==> config.mk <==
export PLATFORM = sky130hd
export DESIGN_NAME = mmu_pwr_ctrl
export DESIGN_NICKNAME = d
export VERILOG_FILES = /design/src/rtl/mmu_pwr_ctrl.sv
export SDC_FILE = /design/constraint.sdc
export NUM_CORES = 1
export LEC_CHECK = 0
export ABC_AREA = 1
export CAP_MARGIN = 40
export CORE_ASPECT_RATIO = 0.6
export CORE_MARGIN = 4
export CORE_UTILIZATION = 50
export CTS_BUF_LIST = sky130_fd_sc_hd__clkbuf_8
export CTS_CLUSTER_DIAMETER = 50
export DETAILED_ROUTE_END_ITERATION = 8
export HOLD_SLACK_MARGIN = 0.12
export PLACE_DENSITY = 0.71
export SLEW_MARGIN = 20
export SYNTH_ARGS = -nofsm -noshare
export SYNTH_HDL_FRONTEND = slang
export SYNTH_SLANG_ARGS = --single-unit
==> constraint.sdc <==
create_clock -name clk -period 4.5 [get_ports clk]
set_clock_uncertainty 0.1 [all_clocks]
set_input_delay 0.45 -clock clk [delete_from_list [all_inputs] [get_ports clk]]
set_output_delay 0.45 -clock clk [all_outputs]
set_load 0.01 [all_outputs]
==> src/rtl/mmu_pwr_ctrl.sv <==
// Bank-switching MMU register file plus power-button controller (hold/run/press/off).
// Optional combinational bank readback is enabled by defining BANK_READBACK_EN.
module mmu_pwr_ctrl #(
    parameter int          NWIN     = 4,
    parameter int          BANK_W   = 8,
    parameter logic [15:0] REG_BASE = 16'h0000,
    parameter int          RST_HOLD = 800000,
    parameter int          OFF_HOLD = 8000000,
    parameter int          CNT_W    = 24,
    localparam int         WSEL_W   = $clog2(NWIN)
) (
    input  logic              clk,
    input  logic              rst,
    input  logic [15:0]       addr,
    input  logic [7:0]        din,
    input  logic              rw,
    input  logic              bus_cyc,
    input  logic              pwr_btn,
    output logic [WSEL_W-1:0] win_sel,
    output logic [BANK_W-1:0] bank_out,
    output logic [7:0]        dout,
    output logic              dout_oe,
    output logic              sys_rst_n,
    output logic              pwr_hold
);

    localparam logic [1:0] ST_HOLD  = 2'd0;
    localparam logic [1:0] ST_RUN   = 2'd1;
    localparam logic [1:0] ST_PRESS = 2'd2;
    localparam logic [1:0] ST_OFF   = 2'd3;

    localparam logic [CNT_W-1:0] CNT_ZERO = CNT_W'(0);
    localparam logic [CNT_W-1:0] CNT_ONE  = CNT_W'(1);
    localparam logic [CNT_W-1:0] RST_LAST = CNT_W'(RST_HOLD - 1);
    localparam logic [CNT_W-1:0] OFF_LAST = CNT_W'(OFF_HOLD - 1);
    localparam logic [15:0]      NWIN_16  = 16'(NWIN);

    logic              btn_meta_r;
    logic              btn_sync_r;
    logic [1:0]        state_r;
    logic [1:0]        state_nxt_s;
    logic [CNT_W-1:0]  cnt_r;
    logic [CNT_W-1:0]  cnt_nxt_s;
    logic              sys_rst_n_r;
    logic              pwr_hold_r;
    logic [BANK_W-1:0] bank_r [NWIN];
    logic [15:0]       offset_s;
    logic              hit_s;
    logic [WSEL_W-1:0] idx_s;
    logic              wr_en_s;

    // Full 16-bit compare: offset is only meaningful when addr >= REG_BASE.
    assign offset_s = addr - REG_BASE;
    assign hit_s    = (addr >= REG_BASE) && (offset_s < NWIN_16);
    assign idx_s    = offset_s[WSEL_W-1:0];
    assign wr_en_s  = bus_cyc && !rw && hit_s && sys_rst_n_r;

    assign win_sel   = addr[15 -: WSEL_W];
    assign bank_out  = bank_r[win_sel];
    assign sys_rst_n = sys_rst_n_r;
    assign pwr_hold  = pwr_hold_r;

    // Two-flop synchroniser for the raw button.
    always_ff @(posedge clk) begin
        if (!rst) begin
            btn_meta_r <= 1'b0;
            btn_sync_r <= 1'b0;
        end else begin
            btn_meta_r <= pwr_btn;
            btn_sync_r <= btn_meta_r;
        end
    end

    // Next-state and hold-counter logic; the counter never passes its terminal value.
    always_comb begin
        state_nxt_s = state_r;
        cnt_nxt_s   = cnt_r;
        case (state_r)
            ST_HOLD: begin
                if (btn_sync_r) begin
                    state_nxt_s = ST_PRESS;
                    cnt_nxt_s   = CNT_ZERO;
                end else if (cnt_r == RST_LAST) begin
                    state_nxt_s = ST_RUN;
                    cnt_nxt_s   = CNT_ZERO;
                end else begin
                    cnt_nxt_s   = cnt_r + CNT_ONE;
                end
            end
            ST_RUN: begin
                if (btn_sync_r) begin
                    state_nxt_s = ST_PRESS;
                    cnt_nxt_s   = CNT_ZERO;
                end else begin
                    state_nxt_s = ST_RUN;
                end
            end
            ST_PRESS: begin
                if (!btn_sync_r) begin
                    state_nxt_s = ST_HOLD;
                    cnt_nxt_s   = CNT_ZERO;
                end else if (cnt_r == OFF_LAST) begin
                    state_nxt_s = ST_OFF;
                end else begin
                    cnt_nxt_s   = cnt_r + CNT_ONE;
                end
            end
            ST_OFF: begin
                state_nxt_s = ST_OFF;
            end
            default: begin
                state_nxt_s = ST_HOLD;
                cnt_nxt_s   = CNT_ZERO;
            end
        endcase
    end

    // State, counter and registered power outputs derived from the next state.
    always_ff @(posedge clk) begin
        if (!rst) begin
            state_r     <= ST_HOLD;
            cnt_r       <= CNT_ZERO;
            sys_rst_n_r <= 1'b0;
            pwr_hold_r  <= 1'b1;
        end else begin
            state_r     <= state_nxt_s;
            cnt_r       <= cnt_nxt_s;
            sys_rst_n_r <= (state_nxt_s == ST_RUN);
            pwr_hold_r  <= (state_nxt_s != ST_OFF);
        end
    end

    // Bank registers: system reset clears all and wins over a simultaneous write.
    always_ff @(posedge clk) begin
        if (!rst || !sys_rst_n_r) begin
            for (int i = 0; i < NWIN; i++) begin
                bank_r[i] <= {BANK_W{1'b0}};
            end
        end else if (wr_en_s) begin
            bank_r[idx_s] <= BANK_W'(din);
        end else begin
            bank_r[idx_s] <= bank_r[idx_s];
        end
    end

`ifdef BANK_READBACK_EN
    assign dout_oe = rst && bus_cyc && rw && hit_s;
    assign dout    = dout_oe ? 8'(bank_r[idx_s]) : 8'h00;
`else
    assign dout_oe = 1'b0;
    assign dout    = 8'h00;
`endif

endmodule

==> results of run 1 <==
[tightest hold or removal path, delay by kind of cell, from the launching register on]
family	cells	cell delay, ns
DFF	1	0.31
buffers and inverters	1	0.04
and+or+nand+nor	1	0.04
[power groups by stage]
| stage | Sequential, mW | Clock, mW | Combinational [mW] |
|---|---|---|---|
| 2_1_floorplan | 0.705 | 0 | 0.378 |
| 3_3_place_gp | 0.723 | 0 | 0.509 |
| 3_5_place_dp | 0.720 | 0 | 0.521 |
| 4_1_cts | 0.708 | 0.515 | 0.525 |
| 5_1_grt | 0.716 | 0.543 | 0.591 |
| 6_report | 0.712 | 0.506 | 0.529 |
[cells by family after synthesis]
family,share of synthesized area (%)
buffers and inverters,12.2
AOI/OAI and AO/OA,6.14
xor gates and xnor gates,0.716
adders and majority gates,1.71
and+or+nand+nor,36.5
other,0.102
DFF,42.6
[layer usage]
metal	GRT usage (%)	wire, um
met5	0	0
met1	36.5	4730
met4	4.36	80
met2	29.9	3700
met3	9.42	1450
[worst max path at each step]
stage | startpoint | to | slack [ns]
floorplan | addr[3] | bank_r[1][0]$_SDFFCE_PN0P_ | 2.24
global placement | addr[14] | bank_r[1][0]$_SDFFCE_PN0P_ | 1.45
detailed placement | addr[14] | bank_r[1][3]$_SDFFCE_PN0P_ | 1.32
CTS | addr[14] | bank_out[6] | 1.55
global route | addr[14] | bank_out[6] | 1.38
finish | addr[14] | bank_out[6] | 1.53
[final cells by class]
| cell class | instances | area, um2 |
|---|---|---|
| well taps | 87 | 109 |
| inverters | 83 | 312 |
| flip-flops and latches | 62 | 1560 |
| multi-input cells | 350 | 1690 |
| clock inverters | 6 | 70.1 |
| repair buffers | 42 | 415 |
| clock buffers | 10 | 138 |
| fillers | 632 | 2610 |
[cells in the final DEF (no fill, tap or decap), types with 2 or more instances in the layout]
| master | n |
|---|---|
| clkdlybuf4s50_1 | 40 |
| buf_4 | 2 |
| inv_2 | 5 |
| inv_1 | 77 |
| nand4_2 | 2 |
| nor3_1 | 8 |
| clkbuf_8 | 10 |
| nand4_1 | 13 |
| o22ai_1 | 8 |
| nand2_2 | 5 |
| nor3_2 | 4 |
| ha_1 | 5 |
| dfxtp_1 | 30 |
| o21bai_1 | 3 |
| a21oi_1 | 3 |
| nor2_2 | 2 |
| clkinvlp_4 | 3 |
| nand2_1 | 99 |
| o21ai_0 | 23 |
| nand3_1 | 45 |
| nor2_1 | 107 |
| conb_1 | 9 |
| edfxtp_1 | 32 |
| xor2_1 | 2 |
[sequential cells by signal, summed over array words and instances, names as in the netlist]
name and count:
cnt_r 24, btn_sync_r 1, sys_rst_n 1, state_r 2
pwr_hold 1, bank_r 32, btn_meta_r 1
==> impl_metrics.py, run 1 <==
metrics = {
    "floorplan": {
        "io_pins": 50,
        "rows": 23,
        "core_um2": 6910,
        "dieHeight_um": 74.4,
        "die_area_um2": 8820,
        "die_w_um": 119,
        "start_util_pct": 53.1,
    },
    "routing": {
        "drc_errors": 0,
        "vias_per_cell": 5.33,
        "wl_um": 9960,
        "ant_nets": 0,
        "first_iter_violations": 381,
        "num_vias": 3408,
        "firstDrtPassIters": 5,
        "post_drt_wl_per_cell_um": 15.6,
    },
    "synth": {
        "synth-edff-count": 32,
        "syn_inst": 509,
        "ys.flop_type": "edfxtp_1",
        "synth.area.top_cells": "edfxtp_1 26%, dfxtp_1 16%, nor2_1 11%",
        "yosys.area.top_type_share_pct": 26.2,
        "yosys.area.top_type": "edfxtp_1",
        "synthTopCellsByCount": "107 x nor2_1, 99 x nand2_1, 77 x inv_1",
        "syn_area_um2": 3670,
        "yosysSeqAreaShare_pct": 42.6,
        "ys_ff_latch": 62,
        "ys_async_sr_fraction_pct": 0,
        "synth_cell_types": 37,
        "yosysWarnings": 0,
        "synth.most_common_cell": "nor2_1",
        "syn_avg_cell_area_um2": 7.21,
    },
    "timing": {
        "fmax_mhz": 336,
        "tns_ns": 0,
        "rsz0062_at_grt": "false",
        "tightest_slew_ns": 0.580,
        "post-route-min-period_ns": 2.97,
        "finalHoldViolCount": 0,
        "period_share_pct": 66.1,
        "timing.hold.ws_ns": 0.314,
        "setup_ws_ns": 1.53,
        "slew_headroom_pct": 61.0,
        "finalSetupViolCount": 0,
        "finalMaxSlewViolations": 0,
    },
    "setup_path": {
        "crit_arrival_ns": 2.42,
        "critPathLaunchType": "primary input",
        "timing.rr.end": "cnt_r[6]$_SDFFE_PN0P_",
        "crit_family": "buffers and inverters",
        "path_max_fanout": 18,
        "required_ns": 3.95,
        "crit_cells": 5,
        "critPathCaptureType": "output port",
        "critPathSlowestCell": "clkdlybuf4s50_1",
        "reg2reg_from": "state_r[0]$_SDFF_PN0_",
        "reg2reg_setup_slack_ns": 2.00,
        "r2r_cells": 12,
        "critPathBufInv": 3,
        "critical_path.most_common_cell": "clkdlybuf4s50_1",
        "cp_slowest_stage_delay_ns": 0.83,
        "crit_chain": "clkdlybuf4s50_1 -> inv_2 -> o21ai_0 -> o22ai_1 -> clkdlybuf4s50_1",
        "crit_type": "in -> out",
    },
    "clock_tree": {
        "cts_buffer_depth": 2,
        "cts_resized": 0,
        "insertion_delay_ns": 0.33,
        "cts_max_level": 3,
        "cts_tree": "yes",
        "cts.sinks": 62,
        "cts_root_buf": "clkbuf_8",
        "cts_made_buffers": 9,
        "clk_pin_slew_worst_paths_ns": 0.07,
        "postCtsSetupRepairBufs": 0,
        "cts-hold-fix-buffers": 0,
    },
    "placement": {
        "placed_cell_area_um2": 4090,
        "portBuffers": 40,
        "dp_hpwl_um": 7520,
        "place_ws_ns": 1.32,
        "place_inst": 624,
        "gp_congestion": 0.986,
    },
    "run_status": {
        "status": "completed",
    },
    "hold_path": {
        "worstHoldEndpoint": "btn_sync_r$_SDFF_PN0_",
        "hold_depth": 2,
        "hp-class": "reg -> reg",
        "holdCritStartpoint": "btn_meta_r$_SDFF_PN0_",
    },
    "power_and_ir_drop": {
        "total_power_mw": 1.75,
        "intPower_mw": 1.12,
        "pwr-share-seq_pct": 40.8,
        "ir_drop_uv": 311,
        "p_per_area_nw_per_um2": 407,
        "power.share.clock_pct": 29.0,
        "p_switching_mw": 0.627,
        "p_sw_share_pct": 35.9,
        "combPwrFrac_pct": 30.3,
        "leakage_nw": 1.87,
    },
    "finish": {
        "area_growth_syn_to_layout_pct": 17.0,
        "drive_gt1_share_pct": 7.78,
        "fin_nets": 582,
        "final_cells": 640,
        "fin_area_um2": 4290,
        "n_antenna_cell": 0,
        "post-route-util_pct": 62.2,
    },
    "grt": {
        "track_usage_pct": 23.5,
        "grt-ovfl-total": 0,
        "grt_pass1_wl_um": 15800,
        "grt_max_degree": 24,
        "antenna_found_initial": 0,
        "grt_pass1_vias": 2920,
    },
    "run": {
        "drv_cap": 0,
    },
}
No activity file was read; power rests on OpenSTA's default activity.
==> run 2, diff against run 1 <==
- clock period: 4.5 -> 2.8 ns (I/O delays scaled with it)
==> run 2 against run 1 <==
Effect of this change: clock power is 63% higher; sequential power is 57% higher; via count is 0.76% lower; hold slack better by 0.0027 ns; sequential share of layout area is 0.48 points lower; critical endpoint is now cnt_r[0]$_SDFFE_PN0P_.
==> impl_metrics.py, run 2 (same netlist as run 1, synthesis figures left out) <==
metrics = {
    "clock_tree": {
        "cts-hold-fix-buffers": 0,
        "cts_resized": 0,
        "cts_root_buf": "clkbuf_8",
        "cts_made_buffers": 9,
        "cts_buffer_depth": 2,
        "clk_pin_slew_worst_paths_ns": 0.08,
        "cts_max_level": 3,
        "cts.sinks": 62,
        "postCtsSetupRepairBufs": 0,
        "insertion_delay_ns": 0.35,
        "cts_tree": "yes",
    },
    "timing": {
        "tns_ns": 0,
        "period_share_pct": 81.6,
        "finalMaxSlewViolations": 0,
        "slew_headroom_pct": 58.5,
        "post-route-min-period_ns": 2.28,
        "rsz0062_at_grt": "false",
        "tightest_slew_ns": 0.617,
        "setup_ws_ns": 0.516,
        "finalSetupViolCount": 0,
        "fmax_mhz": 438,
        "finalHoldViolCount": 0,
    },
    "finish": {
        "drive_gt1_share_pct": 9.09,
        "layout_commonest_cell": "nor2_1",
        "fillers": 629,
        "largest_reg_flops": 32,
        "n_antenna_cell": 0,
        "final_cell_mix": "107 x nor2_1, 99 x nand2_1, 77 x inv_1",
        "post-route-util_pct": 63.0,
        "fin_nets": 590,
        "reg_top3": "bank_r x32, cnt_r x24, state_r x2",
        "regMostFlops": "bank_r",
        "area_growth_syn_to_layout_pct": 18.6,
    },
    "grt": {
        "grt-ovfl-total": 0,
        "grt_max_degree": 21,
        "grt_pass1_vias": 2927,
        "antenna_found_initial": 0,
        "track_usage_pct": 22.3,
        "grt_pass1_wl_um": 15200,
    },
    "setup_path": {
        "critPathSlowestCell": "dfxtp_1",
        "crit_arrival_ns": 2.48,
        "cp_slowest_stage_delay_ns": 0.35,
        "critPathCaptureType": "register",
        "critPathLaunchType": "register",
        "required_ns": 2.99,
        "critical_path.most_common_cell": "inv_2",
        "crit_chain": "inv_1 -> ha_1 -> nand2_1 -> inv_2 -> nand3_1 -> nor2_2 -> nand3_4 -> nand2_2 -> inv_2 -> nand2_8 -> nand2_4 -> nor2_1",
        "crit_type": "reg -> reg",
        "path_max_fanout": 20,
    },
    "power_and_ir_drop": {
        "total_power_mw": 2.82,
        "p_per_area_nw_per_um2": 648,
        "leakage_nw": 1.91,
        "ir_drop_uv": 530,
    },
    "routing": {
        "first_iter_violations": 312,
        "ant_nets": 0,
        "drc_errors": 0,
        "vias_per_cell": 5.22,
        "post_drt_wl_per_cell_um": 14.4,
        "wl_um": 9300,
        "num_vias": 3382,
        "firstDrtPassIters": 5,
    },
    "floorplan": {
        "dieHeight_um": 74.4,
        "rows": 23,
        "die_area_um2": 8820,
        "die_w_um": 119,
        "start_util_pct": 53.1,
        "io_pins": 50,
        "core_um2": 6910,
    },
    "placement": {
        "dp_hpwl_um": 7000,
        "gp_congestion": 0.932,
        "place_ws_ns": 0.353,
        "portBuffers": 40,
    },
    "run_status": {
        "status": "completed",
    },
    "run": {
        "drv_cap": 0,
    },
    "hold_path": {
        "hp-class": "reg -> reg",
    },
}
-- run 2: path summary, 6_finish.rpt --
path / end / slack, ns / startpoint / cells past startpoint
hold / removal: btn_sync_r$_SDFF_PN0_ / 0.32 / btn_meta_r$_SDFF_PN0_ / 2
setup / recovery: cnt_r[0]$_SDFFE_PN0P_ / 0.52 / state_r[0]$_SDFF_PN0_ / 12
setup reg to reg: cnt_r[0]$_SDFFE_PN0P_ / 0.52 / state_r[0]$_SDFF_PN0_ / 12
hold reg to reg: btn_sync_r$_SDFF_PN0_ / 0.32 / btn_meta_r$_SDFF_PN0_ / 2
-- run 2: final cells by class --
cell class / instances / area [um2] / area share [%]
Multi-Input combinational cell: 350 / 1690 / 38.8
Sequential cell: 62 / 1560 / 35.9
Timing Repair Buffer: 50 / 475 / 10.9
Inverter: 83 / 312 / 7.16
Clock buffer: 9 / 124 / 2.85
Tap cell: 87 / 109 / 2.50
Clock inverter: 7 / 81.3 / 1.87
-- run 2: critical path, delay by kind of cell (launching register included) --
kind	cells	cell delay, ns
adder cells (fa/ha/maj)	1	0.20
buffers and inverters	3	0.49
flip-flops	1	0.35
AND/OR/NAND/NOR	8	1.10
-- run 2: where the power goes --
part,switching [mW],internal (mW)
logic,0.576,0.297
registers,0.0521,1.07
clock network,0.400,0.423
-- run 2: metal layers --
| metal | wire length [um] | vias up | GRT usage [%] |
|---|---|---|---|
| met5 | 0 | - | 0 |
| met4 | 103 | 0 | 7.32 |
| met3 | 1050 | 12 | 7.07 |
| met2 | 3630 | 160 | 30.6 |
| met1 | 4520 | 1507 | 33.1 |
| li1 | - | 1703 | - |
-- run 2: through the flow --
stage / cell area (um2) / hold slack [ns] / cells
after floorplan: 3700 / 0.278 / 517
after global placement: 4150 / 0.296 / 632
after detailed placement: 4150 / 0.304 / 632
after CTS: 4350 / 0.323 / 648
after global routing: 4350 / 0.344 / 648
final: 4350 / 0.316 / 648
==> variant (flow settings as in run 2) <==
Set the parameter `NWIN` to 2 (it was 4).
--- a/src/rtl/mmu_pwr_ctrl.sv
+++ b/src/rtl/mmu_pwr_ctrl.sv
@@ -1,7 +1,7 @@
 // Bank-switching MMU register file plus power-button controller (hold/run/press/off).
 // Optional combinational bank readback is enabled by defining BANK_READBACK_EN.
 module mmu_pwr_ctrl #(
-    parameter int          NWIN     = 4,
+    parameter int          NWIN     = 2,
     parameter int          BANK_W   = 8,
     parameter logic [15:0] REG_BASE = 16'h0000,
     parameter int          RST_HOLD = 800000,
Interface: changed (resized win_sel); port bits go from 50 to 49. The function was not compared with the original's and may differ.
==> variant against run 2 <==
Combinational power fell by 85%. Critical endpoint is now bank_out[7]. Wire length decreased by 30%. Cell count fell by 22%. Global-route usage decreased by 2.2 points. Total power shrank 56%. Largest cell class unchanged. Worst setup slack better by 0.017 ns. Sequential cell count is 16 lower. First-iteration DRC count down 9.6%. Synthesized area decreased by 26%. Sequential power shrank 37%. Final area decreased by 26%. Maximum frequency grew 0.76%.
==> variant: results (changes against run 2) <==
Status
  – Status: finished, final reports clean

Synthesis
  – Sequential share of the synthesized area: 40.0% (-2.5 points)
  – Synth cell types: 30 (-19%)
  – Top post-synthesis cells by count: nand2_1, nor2_1, inv_1
  – Largest cells by area after synthesis: dfxtp_1, edfxtp_1, nand2_1
  – Yosys warning total: 0 (unchanged)
  – Mapped Cells: 395 (-22%)
  – Ys flop type: dfxtp_1
  – Post-synth EDFFs: 16 (-50%)

Min path
  – Beginning of the worst hold path: btn_meta_r$_SDFF_PN0_
  – Hold Path Stages: 2 (unchanged)

Placed design
  – RD Place Congestion: 0.950 (+1.9%)
  – IO buf count: 39 (-2.5%)
  – Place WS: 0.476 ns (+0.124 ns)
  – Placed inst area: 3120 um2 (-25%)
  – Final HPWL DP: 4960 um (-29%)

Critical path
  – R2r endpoint: cnt_r[9]$_SDFFE_PN0P_
  – Worst Setup EP: bank_out[7]
  – Critical path launch point: addr[15]
  – R2R setup slack: 0.64 ns (+0.12 ns)
  – Crit path arrival time: 1.89 ns (-0.59 ns)
  – Crit. End Element: output port
  – Crit Reg-Reg Startpoint: cnt_r[0]$_SDFFE_PN0P_
  – Reg2Reg Depth: 9 (-3)
  – CP max FO: 10 (-50%)

Clock tree
  – Post-cts gate resize count: 0 (unchanged)
  – Worst-path clk slew: 0.08 ns (about the same)
  – Skew-Pair Late Insertion Delay: 0.30 ns (-0.05 ns)
  – CTS buffer count: 5 (-4)
  – H-tree Lvls: 2 (-1)

Detailed routing
  – Starting DRT DRC Count: 282 (-9.6%)
  – Routed len/inst: 12.9 um (-10%)
  – Vias/cell: 5.07 (-2.8%)

Power and ir drop
  – LEAKAGE: 1.46 nW (-24%)
  – Worst vdd ir: 0.000222 V (-58%)

Cells and area
  – Fill count: 467 (-26%)
  – Ant diodes: 0 (unchanged)
  – Top Registers: cnt_r (24), bank_r (16), state_r (2)
  – NumNets Final: 471 (-20%)
  – Finished Layout Cells: 504 (-22%)
  – Layout cells sized above 1: 6.62% (-2.5 points)

Global routing
  – Initial antenna violation count: 0 (unchanged)
  – Largest net degree at the start of global routing: 17 (-19%)
  – Vias in the first global route: 2,202 (-25%)
  – Global-route usage over all layers: 20.1% (-2.2 points)
  – First-pass GRT wire length: 10,500 um (-31%)

Timing
  – Slew @ Worst Pin: 0.521 ns (-0.0963 ns)
  – Fin crit period: 2.27 ns (-0.0172 ns)
## variant: critical path: stages
cell	delay [ns]
clkdlybuf4s50_1	0.74
mux2_2	0.39
clkdlybuf4s50_1	0.47
## variant: cell type report
class | count | share of cell area, %
Clock inverter | 3 | 0.390
Tap cell | 66 | 2.58
Timing Repair Buffer | 44 | 13.3
Multi-Input combinational cell | 278 | 40.6
Inverter | 62 | 7.26
Clock buffer | 5 | 2.15
Sequential cell | 46 | 33.7
## variant: report_power, final
group | switching, mW | internal (mW) | total, mW | leakage, nW
Combinational | 0.0713 | 0.0614 | 0.133 | 0.976
Sequential | 0.00806 | 0.694 | 0.702 | 0.440
Clock | 0.229 | 0.168 | 0.397 | 0.0468
Total | 0.308 | 0.924 | 1.23 | 1.46
## variant: per-layer routing
layer  share of wire [%]  vias to the layer above  GRT usage [%]  wire length (um)
met5                   0                        -              0                 0
met4                 1.1                        0           6.46                72
met3                  10                       10           4.84               657
met2                  39                      108           26.2              2530
met1                  50                     1138           31.5              3220
li1                    -                     1301              -                 -
## variant: cells by family (layout without fill, tap and decap cells)
family          count (synthesis)  count (layout)  share of synthesized area (%)
compound gates                 14              14                           3.10
xor+xnor                        1               1                          0.324
fa+ha+maj                       5               5                           2.32
buf+inv                        79             114                           13.0
other cells                     1               9                          0.139
flops                          46              46                           40.0
mux                             8               8                           3.34
simple gates                  241             241                           37.8
## variant: stage by stage
step	utilization [%]	hold slack [ns]
5_1_grt	62.5	0.339
4_1_cts	62.5	0.322
3_5_place_dp	60.9	0.302
3_3_place_gp	60.9	0.302
6_report	62.5	0.318
2_1_floorplan	-	0.273
